**src/rtl/sync_down_counter_pkg.sv**
```systemverilog
// Shared definitions for the counters library: FSM state encodings and default width.
package counters_pkg;

    typedef enum logic [1:0] {
        ST_IDLE = 2'd0,
        ST_RUN  = 2'd1,
        ST_DONE = 2'd2
    } state_t;

    localparam int DEFAULT_WIDTH = 4;

endpackage

```
**src/rtl/sync_down_counter_if.sv**
```systemverilog
// Control/status bundle of the synchronous down counter, with FSM state exposed for observation.
interface sync_down_counter_if
    import counters_pkg::*;
#(
    parameter int WIDTH = DEFAULT_WIDTH
);

    // No valid/ready pair: load is a single-cycle strobe taking priority over en,
    // and every status output is registered or decoded from registered state.
    logic             en;
    logic             load;
    logic [WIDTH-1:0] load_val;
    logic             auto_reload;
    logic [WIDTH-1:0] Q;
    logic             zero;
    logic             tc;
    logic             busy;
    logic             done;
    state_t           dbg_state;

    modport master (
        output en, load, load_val, auto_reload,
        input  Q, zero, tc, busy, done, dbg_state
    );

    modport slave (
        input  en, load, load_val, auto_reload,
        output Q, zero, tc, busy, done, dbg_state
    );

endinterface

```
**src/rtl/sync_down_counter_stage.sv**
```systemverilog
// One counter bit: T flip-flop with async active-low reset and a synchronous load override.
module down_cnt_stage (
    input  logic clk,
    input  logic rst_n,
    input  logic t,
    input  logic ld,
    input  logic d,
    output logic q
);

    logic q_q;
    logic q_d;

    always_comb begin
        q_d = ld ? d : (q_q ^ t);
    end

    always_ff @(posedge clk or negedge rst_n) begin
        if (!rst_n) begin
            q_q <= 1'b0;
        end else begin
            q_q <= q_d;
        end
    end

    assign q = q_q;

endmodule

```
**src/rtl/sync_down_counter.sv**
```systemverilog
// Synchronous loadable down counter: FSM, reload register, tc register and borrow-chain decode.
module sync_down_counter
    import counters_pkg::*;
#(
    parameter int WIDTH = DEFAULT_WIDTH
) (
    input  logic              clk,
    input  logic              reset_n,
    sync_down_counter_if.slave bus
);

    localparam logic [WIDTH-1:0] ONE = WIDTH'(1);

    logic [WIDTH-1:0] q_w;
    logic [WIDTH-1:0] toggle;
    logic [WIDTH-1:0] reload_q, reload_d;
    logic [WIDTH-1:0] cnt_ld_val;
    state_t           state_q, state_d;
    logic             tc_q, tc_d;
    logic             busy_q, busy_d;
    logic             done_q, done_d;
    logic             run_step;
    logic             count_step;
    logic             cnt_ld;

    always_comb begin
        state_d    = state_q;
        reload_d   = reload_q;
        tc_d       = 1'b0;
        count_step = 1'b0;
        cnt_ld     = 1'b0;
        cnt_ld_val = bus.load_val;
        run_step   = (state_q == ST_RUN) && bus.en;
        if (bus.load) begin
            cnt_ld   = 1'b1;
            reload_d = bus.load_val;
            state_d  = (bus.load_val != '0) ? ST_RUN : ST_DONE;
        end else if (run_step) begin
            // Zero never decrements: it either reloads or ends the one-shot.
            if (q_w == '0) begin
                if (bus.auto_reload) begin
                    cnt_ld     = 1'b1;
                    cnt_ld_val = reload_q;
                end else begin
                    state_d = ST_DONE;
                end
            end else begin
                count_step = 1'b1;
                if (q_w == ONE) begin
                    tc_d = 1'b1;
                    if (!bus.auto_reload) begin
                        state_d = ST_DONE;
                    end
                end
            end
        end
        busy_d = (state_d == ST_RUN);
        done_d = (state_d == ST_DONE);
    end

    always_ff @(posedge clk or negedge reset_n) begin
        if (!reset_n) begin
            state_q  <= ST_IDLE;
            reload_q <= '0;
            tc_q     <= 1'b0;
            busy_q   <= 1'b0;
            done_q   <= 1'b0;
        end else begin
            state_q  <= state_d;
            reload_q <= reload_d;
            tc_q     <= tc_d;
            busy_q   <= busy_d;
            done_q   <= done_d;
        end
    end

    // Bit i flips on a decrement only when every lower bit is already 0.
    for (genvar i = 0; i < WIDTH; i++) begin : g_bit
        if (i == 0) begin : g_lsb
            assign toggle[i] = count_step;
        end else begin : g_upper
            assign toggle[i] = count_step && (q_w[i-1:0] == '0);
        end

        down_cnt_stage u_stage (
            .clk   (clk),
            .rst_n (reset_n),
            .t     (toggle[i]),
            .ld    (cnt_ld),
            .d     (cnt_ld_val[i]),
            .q     (q_w[i])
        );
    end

    assign bus.Q         = q_w;
    assign bus.zero      = (q_w == '0);
    assign bus.tc        = tc_q;
    assign bus.busy      = busy_q;
    assign bus.done      = done_q;
    assign bus.dbg_state = state_q;

endmodule

```
**src/flat_wrapper.sv**
```systemverilog
// flat-port wrapper written by rule: the top's interface ports become plain ports
module sync_down_counter_flat import counters_pkg::*;
#(
    parameter int WIDTH = DEFAULT_WIDTH
)
  (clk, reset_n, bus_en, bus_load, bus_load_val, bus_auto_reload, bus_Q, bus_zero, bus_tc, bus_busy, bus_done, bus_dbg_state);
  sync_down_counter_if #(.WIDTH(WIDTH)) bus_i ();
  input  logic clk;
  input  logic reset_n;
  input wire logic [$bits(bus_i.en)-1:0] bus_en;
  input wire logic [$bits(bus_i.load)-1:0] bus_load;
  input wire logic [$bits(bus_i.load_val)-1:0] bus_load_val;
  input wire logic [$bits(bus_i.auto_reload)-1:0] bus_auto_reload;
  output wire logic [$bits(bus_i.Q)-1:0] bus_Q;
  output wire logic [$bits(bus_i.zero)-1:0] bus_zero;
  output wire logic [$bits(bus_i.tc)-1:0] bus_tc;
  output wire logic [$bits(bus_i.busy)-1:0] bus_busy;
  output wire logic [$bits(bus_i.done)-1:0] bus_done;
  output wire logic [$bits(bus_i.dbg_state)-1:0] bus_dbg_state;
  assign bus_i.en = bus_en;
  assign bus_i.load = bus_load;
  assign bus_i.load_val = bus_load_val;
  assign bus_i.auto_reload = bus_auto_reload;
  assign bus_Q = bus_i.Q;
  assign bus_zero = bus_i.zero;
  assign bus_tc = bus_i.tc;
  assign bus_busy = bus_i.busy;
  assign bus_done = bus_i.done;
  assign bus_dbg_state = bus_i.dbg_state;
  sync_down_counter #(.WIDTH(WIDTH)) u_core (.clk(clk), .reset_n(reset_n), .bus(bus_i));
endmodule
```
**config.mk**
```make
export PLATFORM = sky130hd
export DESIGN_NAME = sync_down_counter_flat
export DESIGN_NICKNAME = d
export VERILOG_FILES = /design/src/rtl/sync_down_counter_pkg.sv /design/src/rtl/sync_down_counter_if.sv /design/src/rtl/sync_down_counter_stage.sv /design/src/rtl/sync_down_counter.sv /design/src/flat_wrapper.sv
export SDC_FILE = /design/constraint.sdc
export NUM_CORES = 1
export LEC_CHECK = 0
export CORE_UTILIZATION = 35
export CTS_CLUSTER_SIZE = 24
export DETAILED_ROUTE_END_ITERATION = 8
export PLACE_DENSITY = 0.62
export RECOVER_POWER = 100
export SLEW_MARGIN = 0
export SYNTH_ARGS = -nofsm -noshare
export SYNTH_HDL_FRONTEND = slang
export SYNTH_HIERARCHICAL = 1
export SYNTH_SLANG_ARGS = --single-unit
```
**constraint.sdc**
```tcl
create_clock -name clk -period 2.2 [get_ports clk]
set_clock_uncertainty 0.05 [all_clocks]
set_input_delay 0.33 -clock clk [delete_from_list [all_inputs] [get_ports clk]]
set_output_delay 0.33 -clock clk [all_outputs]
set_load 0.05 [all_outputs]
```
==> summary.txt, run 1 <==
Gr usage total: 17.2%
Dpl hpwl: 1070 µm
CTS Buf Count: 3
Post-route cell area: 961 µm²
Layout area overhead: 42.8%
Routed length per instance: 12.4 µm
Ant diodes: 0
Startpoint Class: register
I/O pins: 19
Fill cell count: 188
Largest net degree at the start of global routing: 14
CP max FO: 5
CTS tree: done
Cells after synthesis: 63
Fin crit period: 2.09 ns
Die area: 2100 µm²
Global route overflow: 0
Final ANT Viol Nets: 0
Multi-input logic area: 333 µm²
I/O Buffers: 18
Seq/Total Area, Yosys: 48.3%
Drt first pass iters: 4
Die W: 45.9 µm
Postcts setup bufs: 0
Synth Net Count: 72
Clock Sinks: 13
Nets: 101
Number of synthesized register bits: 13
Lkg Pwr: 0.402 nW
Pins Over Slew Limit: 0
Clk_lat worst skew: 0.27 ns
Via/cell ratio: 4.78
Worst setup EP type: register
Worst-Margin Slew: 0.601 ns
DP Worst Slack: 0.133 ns
Die height: 45.9 µm
Most frequent cells in the layout: dlygate4sd3_1 (12), dfrtp_1 (11), nand2_1 (9)
Layout Utilization: 54.5%
Global-route wire length before repair: 2470 µm
Hold Fails Final Rpt: 0
Met2 usage: 25.4%
Post-CTS Hold Buffers: 0
H-tree Lvls: 1
Setup ws final: 0.107 ns
Vias in the first global route: 571
Max clock buf depth: 2
Area leader, netlist: dfrtp_1
Met3 Track Usage GR: 2.78%
HP Class: in2async
Synth cell types: 24
Rel. slew slack: 59.8%
Initial Util: 38.2%
Fin crit share: 95.1%
Gp weighted congestion: 0.764
Maxcap violations: 0
Share of layout cells above drive strength 1: 23.1%
Initial antenna violation count: 0
Unrepaired setup endpoints after global routing: no
Maximum clock rate: 0.478 GHz
Post-cts gate resize count: 0
Vias: 554
Core footprint: 1760 µm²
Met1 GRT Util: 23.3%
Status: completed
GR peak layer: met2
Avg Inst Size Synth: 10.7 µm²
Placed Area: 946 µm²
Critical Path RT: 2.31 ns
WS Path Type: reg2reg
Commonest non-fill, non-tap cell in the layout: dlygate4sd3_1
Cell Area, Synth: 673 µm²
Top post-synthesis cells by area: dfrtp_1 (48%), mux2_2 (13%), xnor2_1 (5.2%)
DRT iter0 DRCs: 5
Worst EP arrival: 2.21 ns
# DRC: 0
# setup viols final: 0
Area occupied by registers: 328 µm²
Power per Cell Area: 691 nW/µm²
Post-Route WL: 1430 µm
Synth warn: 6
VDD IR max: 0.000405 V
Yosys top cell area share: 48.3%
Root buffer cell: clkbuf_4
Core Rows: 15
Clk slew on worst S/H paths: 0.09 ns
Setup total negative slack: 0 ns
[power by group]
group	switching (W)	internal (W)	total, W	leakage (nW)
Combinational	0.000139	0.0000945	0.000233	0.234
Sequential	0.0000183	0.000264	0.000282	0.153
Clock	0.0000778	0.0000702	0.000148	0.0150
Total	0.000235	0.000429	0.000664	0.402
[worst max-delay path, stage by stage, from the launching register on]
cell	delay (ns)
dfrtp_2	0.44
or4_4	0.58
nor4_4	0.40
mux2_2	0.39
nand2_1	0.06
o21ai_0	0.07
[worst paths after layout]
kind	from	endpoint	slack, ns	cells after the start
setup / recovery	u_core/g_bit[3].u_stage/q$_DFF_PN0_	u_core/g_bit[3].u_stage/q$_DFF_PN0_	0.11	5
hold / removal	reset_n	u_core/g_bit[0].u_stage/q$_DFF_PN0_	0.45	1
setup reg to reg	u_core/g_bit[3].u_stage/q$_DFF_PN0_	u_core/g_bit[3].u_stage/q$_DFF_PN0_	0.11	5
hold reg to reg	u_core/reload_q[2]$_DFFE_PN0P_	u_core/reload_q[2]$_DFFE_PN0P_	0.45	1
max in group asynchronous	reset_n	u_core/g_bit[3].u_stage/q$_DFF_PN0_	1.23	1
min in group clk	u_core/reload_q[2]$_DFFE_PN0P_	u_core/reload_q[2]$_DFFE_PN0P_	0.45	1
[kinds of logic (layout without fill, tap and decap cells)]
family                    after synthesis  in the layout  share of synthesized area (%)
AOI/OAI and AO/OA                      12             12                           11.0
xor gates and xnor gates                4              4                           5.20
buffers and inverters                   4             32                           2.23
DFF                                    13             13                           48.3
muxes                                   8              8                           13.4
and+or+nand+nor                        22             22                           19.9
[through the flow]
step           hold WS, ns  instances  total power, W
5_1_grt              0.483        116        0.000706
3_3_place_gp         0.438        112        0.000531
2_1_floorplan      -0.0156         63        0.000428
4_1_cts              0.401        116        0.000685
6_report             0.445        116        0.000664
3_5_place_dp         0.440        112        0.000534
[synthesized netlist by cell type]
cell type,count
dfrtp_1,13
nand2_1,9
mux2_2,8
o21ai_1,4
xnor2_1,4
inv_1,3
nor2_1,3
a21oi_1,2
nor3_1,2
a31oi_1,1
and3_1,1
and4b_2,1
clkbuf_1,1
nand2b_1,1
nor2b_1,1
nor4_1,1
nor4_4,1
nor4bb_1,1
o21a_1,1
o21ai_0,1
o311ai_0,1
o31a_1,1
o31ai_1,1
or4_4,1
[area by class of cell]
class	count	share of cell area [%]
flip-flops and latches	13	34.1
well taps	25	3.26
repair buffers	25	24.1
inverters	3	1.17
multi-input cells	46	34.6
clock buffers	4	2.73
[state kept, by name, indices dropped and copies added, names as in the netlist]
signal,cells
u_core/bus.dbg_state,2
u_core/bus.busy,1
u_core/reload_q,4
u_core/g_bit.u_stage/q,4
u_core/bus.tc,1
u_core/bus.done,1
[layer usage]
metal  vias up  share of wire [%]
li1        280                  -
met1       259                 48
met2        13                 48
met3         2                3.5
met4         0               0.91
met5         -                  0
(Power assumes the default switching activity.)
==> run 2, diff against run 1 <==
SKIP_CTS_REPAIR_TIMING = 1   (was default)
==> results of run 2 <==
No change in the layout: final DEF, timing and power equal those of run 1.
==> run 3, diff against run 2 <==
CTS_CLUSTER_SIZE = default   (was 24)
==> results of run 3 <==
No change in the layout: final DEF, timing and power equal those of run 1.
